`src/rtl/wb_pkg.sv`:
```
// rtl/wb_pkg.sv - shared types and helpers for the wishbone scratchpad slave
package wb_pkg;

    typedef enum logic [1:0] {
        IDLE = 2'd0,
        WAIT = 2'd1,
        RESP = 2'd2
    } wb_slv_state_t;

    localparam logic [3:0] WB_SEL_BYTE = 4'b0001;
    localparam logic [3:0] WB_SEL_HALF = 4'b0011;
    localparam logic [3:0] WB_SEL_WORD = 4'b1111;

    // Replace only the byte lanes whose select bit is set.
    function automatic logic [31:0] wb_lane_merge(
        input logic [31:0] old_word,
        input logic [31:0] new_word,
        input logic [3:0]  sel
    );
        logic [31:0] merged;
        merged = old_word;
        for (int lane = 0; lane < 4; lane++) begin
            if (sel[lane]) begin
                merged[8*lane +: 8] = new_word[8*lane +: 8];
            end
        end
        return merged;
    endfunction

endpackage

```
`src/rtl/sram_byte_en.sv`:
```
// rtl/sram_byte_en.sv - word SRAM with per-byte write enables and asynchronous read
module sram_byte_en
    import wb_pkg::*;
#(
    parameter int DEPTH = 128,
    parameter int AW    = $clog2(DEPTH)
) (
    input  logic          clk,
    input  logic [AW-1:0] addr,
    input  logic          we,
    input  logic [3:0]    sel,
    input  logic [31:0]   wdata,
    output logic [31:0]   rdata
);

    logic [31:0] mem [DEPTH];

    always_ff @(posedge clk) begin
        if (we) begin
            mem[addr] <= wb_lane_merge(mem[addr], wdata, sel);
        end
    end

    assign rdata = mem[addr];

endmodule

```
`src/rtl/wb_slave_sram_ws.sv`:
```
// rtl/wb_slave_sram_ws.sv - wishbone classic slave serving a scratchpad SRAM with wait states
module wb_slave_sram_ws
    import wb_pkg::*;
#(
    parameter int DEPTH       = 128,
    parameter int WAIT_STATES = 1,
    parameter int ADDR_W      = 32
) (
    input  logic              clk,
    input  logic              reset_n,
    input  logic              wb_cyc_i,
    input  logic              wb_stb_i,
    input  logic              wb_we_i,
    input  logic [ADDR_W-1:0] wb_adr_i,
    input  logic [3:0]        wb_sel_i,
    input  logic [31:0]       wb_dat_i,
    output logic [31:0]       wb_dat_o,
    output logic              wb_ack_o,
    output logic              wb_err_o,
    output logic              wb_rty_o
);

    localparam int IDX_W = $clog2(DEPTH);

    wb_slv_state_t     state;
    wb_slv_state_t     state_nxt;
    logic [3:0]        cnt;
    logic [3:0]        cnt_nxt;

    logic [ADDR_W-3:0] req_word;
    logic              req_we;
    logic [3:0]        req_sel;
    logic [31:0]       req_dat;

    logic [ADDR_W-3:0] eff_word;
    logic              eff_we;
    logic              eff_oor;
    logic              req_hit;
    logic              sram_we;
    logic [31:0]       sram_rdata;
    logic              unused_adr_bits;

    assign req_hit         = wb_cyc_i & wb_stb_i;
    assign unused_adr_bits = ^wb_adr_i[1:0];

    // With zero wait states the response is set up on the capture edge itself,
    // so the live bus address is used in IDLE and the captured one afterwards.
    assign eff_word = (state == IDLE) ? wb_adr_i[ADDR_W-1:2] : req_word;
    assign eff_we   = (state == IDLE) ? wb_we_i : req_we;
    assign eff_oor  = (eff_word >= (ADDR_W-2)'(DEPTH));

    assign sram_we  = (state == RESP) & req_we & ~eff_oor;

    sram_byte_en #(
        .DEPTH (DEPTH),
        .AW    (IDX_W)
    ) u_sram (
        .clk   (clk),
        .addr  (eff_word[IDX_W-1:0]),
        .we    (sram_we),
        .sel   (req_sel),
        .wdata (req_dat),
        .rdata (sram_rdata)
    );

    always_comb begin
        state_nxt = state;
        cnt_nxt   = cnt;
        case (state)
            IDLE: begin
                if (req_hit) begin
                    if (WAIT_STATES == 0) begin
                        state_nxt = RESP;
                    end else begin
                        state_nxt = WAIT;
                        cnt_nxt   = 4'(WAIT_STATES - 1);
                    end
                end
            end
            WAIT: begin
                if (!wb_cyc_i) begin
                    state_nxt = IDLE;
                    cnt_nxt   = 4'd0;
                end else if (cnt == 4'd0) begin
                    state_nxt = RESP;
                end else begin
                    cnt_nxt = cnt - 4'd1;
                end
            end
            RESP:    state_nxt = IDLE;
            default: state_nxt = IDLE;
        endcase
    end

    always_ff @(posedge clk or negedge reset_n) begin
        if (!reset_n) begin
            state    <= IDLE;
            cnt      <= 4'd0;
            req_word <= '0;
            req_we   <= 1'b0;
            req_sel  <= 4'd0;
            req_dat  <= 32'd0;
            wb_ack_o <= 1'b0;
            wb_err_o <= 1'b0;
            wb_dat_o <= 32'd0;
        end else begin
            state    <= state_nxt;
            cnt      <= cnt_nxt;
            wb_ack_o <= (state_nxt == RESP) & ~eff_oor;
            wb_err_o <= (state_nxt == RESP) & eff_oor;
            if (state == IDLE && req_hit) begin
                req_word <= wb_adr_i[ADDR_W-1:2];
                req_we   <= wb_we_i;
                req_sel  <= wb_sel_i;
                req_dat  <= wb_dat_i;
            end
            // Read data lands with the termination pulse and holds until the next read or err.
            if (state_nxt == RESP) begin
                if (eff_oor) begin
                    wb_dat_o <= 32'd0;
                end else if (!eff_we) begin
                    wb_dat_o <= sram_rdata;
                end
            end
        end
    end

    assign wb_rty_o = 1'b0;

endmodule

```
`config.mk`:
```
export PLATFORM = sky130hd
export DESIGN_NAME = wb_slave_sram_ws
export DESIGN_NICKNAME = d
export VERILOG_FILES = /design/src/rtl/wb_pkg.sv /design/src/rtl/sram_byte_en.sv /design/src/rtl/wb_slave_sram_ws.sv
export SDC_FILE = /design/constraint.sdc
export NUM_CORES = 2
export LEC_CHECK = 0
export BUFFER_PORTS_ARGS = -buffer_cell sky130_fd_sc_hd__buf_2
export CAP_MARGIN = 20
export CORE_UTILIZATION = 35
export CTS_BUF_LIST = sky130_fd_sc_hd__clkbuf_8 sky130_fd_sc_hd__clkbuf_16
export DETAILED_ROUTE_END_ITERATION = 6
export GPL_ROUTABILITY_DRIVEN = 1
export GPL_TIMING_DRIVEN = 0
export PLACE_DENSITY = 0.59
export SKIP_LAST_GASP = 1
export SLEW_MARGIN = 20
export SYNTH_ARGS = -nofsm -noshare
export SYNTH_HDL_FRONTEND = slang
export SYNTH_SLANG_ARGS = --single-unit
```
`constraint.sdc`:
```
create_clock -name clk -period 14.3 [get_ports clk]
set_input_delay 1.43 -clock clk [delete_from_list [all_inputs] [get_ports clk]]
set_output_delay 1.43 -clock clk [all_outputs]
set_load 0.005 [all_outputs]
```
Word-level counts from Yosys, hierarchy flattened
Memories as Yosys holds them, arrays and structs flattened.
Index checks and enable logic that the tools add are counted.
{ "op_classes": {"add_sub_neg": 1, "mul": 0, "n_div": 0, "n_lt_le_gt_ge": 1, "eq_ne": 6, "shifts": 0, "n_mux": 22, "bitwise_logic": 6, "n_reduce_logical": 6} }
{ "ops": {"columns": ["cell", "n"], "rows": [
  ["$mux 32", 2],
  ["$mux 8", 8],
  ["$ge 30x8->1 const B", 1],
  ["$mux 30", 1],
  ["$mux 4", 3],
  ["$pmux 4 s2", 1],
  ["$mux 2", 3],
  ["$and 1x1->1", 5],
  ["$eq 2x2->1 const B", 2],
  ["$logic_not 4->1", 1],
  ["$pmux 2 s2", 1],
  ["$sub 4x1->4 const B", 1],
  ["$mux 1", 3],
  ["$ne 3x3->1 const B", 1],
  ["$reduce_and 3->1", 1],
  ["$eq 2x1->1 const B", 1],
  ["$logic_not 2->1", 1],
  ["$ne 2x1->1 const B", 1],
  ["$ne 2x2->1 const B", 1],
  ["$reduce_and 2->1", 1],
  ["$reduce_bool 2->1", 1],
  ["$logic_and 1x1->1", 1],
  ["$not 1->1", 1]
]} }
{ "totals": {"reg_bits": 107, "latch_bits": 0, "ramBits": 4096, "rom_bits": 0, "in_bits": 73, "out_inout_bits": 35, "mem_count": 1} }
{ "memory_table": {"columns": ["name", "depth", "word_bits", "rd", "rd_clocked_by_memory_dff", "write_ports", "line_no", "source"], "rows": [
  ["u_sram.mem", 128, 32, 1, 0, 1, "sram_byte_en.sv:16", "logic [31:0] mem [DEPTH];"]
]} }

Logic depth before layout (Yosys ltp)
{ "depth": {"word_depth": 7, "mapped_depth": 14, "depth_no_buf": 8} }

Hierarchy
From an unflattened synthesis, not the netlist that was laid out.
{ "hier_totals": {"cells_unflattened": 9312, "hier_area_um2": 162399.5} }
{ "by_module_without_submodules": {"columns": ["module", "instances", "cells_each", "area_each_um2", "seq_area_each_um2"], "rows": [
  ["sram_byte_en", 1, 9025, 158064.1, 122998.0],
  ["wb_slave_sram_ws", 1, 287, 4335.4, 2677.6]
]} }

Worst setup path after synthesis
Ideal clock, no wire load.
{ "synth_timing": {"path_kind": "in2reg", "startpoint": "input port wb_adr_i[2]", "endpoint": "memory u_sram.mem[0][15] (data pin)", "arrival_ns": 6.754, "t_required_ns": 13.380, "path_slack_ns": 6.626, "cell_stages": 12, "path_cell_list": "nor3b_4 or2_1 buf_2 buf_6 buf_6 buf_4 a211oi_1 a2111oi_0 o32ai_1 nor3_1 nor4_1 mux2i_1"} }
{ "synth_lines": {"columns": ["item", "line_no", "source"], "rows": [
  ["start, declared", "wb_slave_sram_ws.sv:14", "input logic [ADDR_W-1:0] wb_adr_i,"],
  ["end, declared", "sram_byte_en.sv:16", null]
]} }

==> results.cfg <==
[detailed_routing]
wirelength_um = 559000
vias_per_cell = 5.66
drtAntennaViolNets = 0
drtPass1Iterations = 7
drc_errors = 66
drt_iter0_markers = 12400
wl_per_cell_um = 33.6
vias = 94000

[global_route]
grt_max_degree = 57
overflow = 0
antenna_found_initial = 59
grt_usage = 0.234
grt_pass1_vias = 90400
grt_pass1_wl_um = 750000

[floorplan]
row_count = 249
die_x_um = 682
ios = 108
core-area_um2 = 460000
dieArea_um2 = 465000
initial_utilization = 0.352
die_y_um = 682

[critical_path]
critPathMaxFanout = 24
crit_type = flip-flop to flip-flop
end_kind = flip-flop
start_kind = flip-flop
crit_required_ps = 15020
r2r_slack_ps = 6390
arrival_ps = 8630

[hold_path]
hp-class = input port to asynchronous set/reset pin

[timing]
finalHoldViolations = 0
max_freq_mhz = 126
setup-violations-final = 0
worst_slew_pin_slew_ps = 1350
maxSlewViolCount = 0
fin_skew_ps = 108
setup_tns_ps = 0
timing.slew.headroom = 0.0968
timing.final.crit_share = 0.553
rsz0062_at_grt = no
fin_ws_ps = 6390
min_period_ps = 7910

[synthesis]
synth.ff_latch_count = 4203
ys_seq_area_frac = 0.777
async_flop_share = 0.0255
yosysUniqueCellTypes = 55
syn_avg_cell_area_um2 = 17.7
synth.net_count = 9203
synth_area_um2 = 162000
syn_inst = 9128
synth_edf_count = 4096
synthFlopType = edfxtp_1
ys_warn_count = 0

[power_and_ir_drop]
p_comb_frac = 0.323
ir_drop_uv = 115
power.total_mw = 40.4
share_seq_of_total_power = 0.404
p_int_mw = 26.4
clkPwrFrac = 0.273
p_leak_nw = 65.3
p_per_area_nw_per_um2 = 207
p_sw_mw = 13.9
swShare = 0.345

[layout]
areaGrowthSynthToFinish_pct = 20.7
num-nets-final = 10100
drive_above_1_share = 0.168
final_cells = 16600
utilization = 0.424
fillers = 40000

[cts]
cts_tree = yes
htree_levels = 5
post_cts_resized = 0
clock_latency_ps = 1070
path_clk_slew_ps = 60
cts_hold_buf = 0
numCtsBuffers = 427
cts-root-buf = clkbuf_16
clockBufferDepth = 4
post_cts.repair.setup_buffers = 0
cts_sinks = 4203

[outcome]
outcome = complete, but fails checks
violations = design-rule violations

[placed_design]
dp_hpwl_um = 406000
portBuffers = 103
dp_slack_ps = 5750
gp_congestion = 0.997
place_inst = 15800

[job]
maxCapViolations = 0
==> area by class of cell <==
cell class	count	area, µm²	area share
Inverter	36	135	0.000692
Multi-Input combinational cell	4315	35200	0.180
Antenna cell	41	103	0.000526
Sequential cell	4203	126000	0.644
Timing Repair Buffer	513	9660	0.0495
Clock inverter	344	2960	0.0152
Tap cell	6149	7690	0.0394
Clock buffer	434	10800	0.0555
Buffer	574	2940	0.0151
==> cell usage after synthesis, drive strengths merged, types with 26 or more instances <==
cell type | count | area (µm²)
mux2 | 40 | 450
edfxtp | 4096 | 123000
o22ai | 1015 | 6350
a2111oi | 30 | 438
dfrtp | 107 | 2680
nand4 | 30 | 188
clkbuf | 252 | 946
inv | 36 | 135
nand2 | 246 | 923
buf | 322 | 1880
o21ai | 552 | 2760
mux2i | 1855 | 18600
nand3 | 62 | 310
a31oi | 26 | 163
a41oi | 85 | 744
a32oi | 28 | 245
nor3 | 32 | 160
nor2 | 160 | 601
==> metrics by stage <==
step,instance area (µm²),hold slack [ps]
floorplan,162000,473
global placement,170000,461
detailed placement,181000,470
CTS,195000,349
global route,195000,351
finish,195000,339
==> power by group through the flow <==
| stage | registers (mW) | clock network, mW | logic, mW |
|---|---|---|---|
| finish | 16.3 | 11.0 | 13.1 |
| global route | 16.3 | 11.5 | 13.4 |
| CTS | 16.3 | 11.1 | 12.8 |
| detailed placement | 16.6 | 0 | 12.8 |
| global placement | 18.3 | 0 | 10.1 |
| floorplan | 17.2 | 0 | 5.13 |
==> metal layers <==
metal,vias up,global-route usage,part of all wire
met3,1036,0.0586,0.10
met5,-,0,0.000020
met1,48800,0.306,0.39
met4,2,0.122,0.059
li1,39000,-,-
met2,5156,0.360,0.45
==> path summary, 6_finish.rpt <==
| kind | cells past startpoint | start | to |
|---|---|---|---|
| worst min-delay path | 1 | reset_n | req_word[11]$_DFFE_PN0P_ |
| worst max register to register | 18 | state[0]$_DFF_PN0_ | u_sram.mem[94][13]$_DFFE_PP_ |
| worst min register to register | 2 | wb_dat_o[5]$_DFFE_PN0P_ | wb_dat_o[5]$_DFFE_PN0P_ |
| min in group clk | 2 | wb_dat_o[5]$_DFFE_PN0P_ | wb_dat_o[5]$_DFFE_PN0P_ |
| worst max-delay path | 18 | state[0]$_DFF_PN0_ | u_sram.mem[94][13]$_DFFE_PP_ |
| max in group asynchronous | 2 | reset_n | req_dat[9]$_DFFE_PN0P_ |
==> logic make-up (layout without fill, tap and decap cells) <==
kind of cell | Yosys count | after routing | synth area share
DFF | 4203 | 4203 | 0.777
muxes | 1895 | 1895 | 0.118
AOI/OAI and AO/OA | 1818 | 1818 | 0.0701
buffers and inverters | 610 | 1901 | 0.0183
and+or+nand+nor | 597 | 597 | 0.0163
adders and majority gates | 2 | 2 | 0.000155
xor gates and xnor gates | 2 | 2 | 0.000108
other | 1 | 42 | 0.0000232
==> flip-flops by register name, summed over array words and instances (netlist names), 2 cells and up <==
register	cells
req_dat	32
state	2
req_word	30
cnt	4
u_sram.mem	4096
wb_dat_o	32
req_sel	4
==> cells in the final DEF, fill, tap and decap left out, types with 32 or more instances in the layout <==
master / instances
edfxtp_1: 4096
mux2i_1: 1822
o22ai_1: 1015
o21ai_0: 519
clkbuf_16: 431
buf_2: 285
nand2_1: 246
buf_16: 224
clkbuf_1: 181
inv_1: 129
nor2_4: 128
dfrtp_1: 107
clkinv_1: 106
buf_4: 76
buf_12: 73
clkbuf_2: 71
buf_8: 69
buf_6: 67
clkinv_2: 63
nand3_1: 62
a41oi_2: 56
diode_2: 41
buf_1: 41
mux2_2: 39
bufinv_16: 39
mux2i_4: 33
nor3_1: 32
==> critical path, stage by stage, from the launching register on <==
cell and delay, ps:
dfrtp_1 450, buf_6 180, nor3b_4 670, or2_1 300
buf_2 300, buf_6 230, buf_6 420, buf_2 420
mux2i_1 350, o22ai_1 120, o21ai_0 890, nand4_1 790
a2111oi_4 1080, mux2i_4 280, buf_8 250, buf_16 160
buf_16 180, buf_16 170, buf_8 180
No activity file was read; power rests on OpenSTA's default activity.
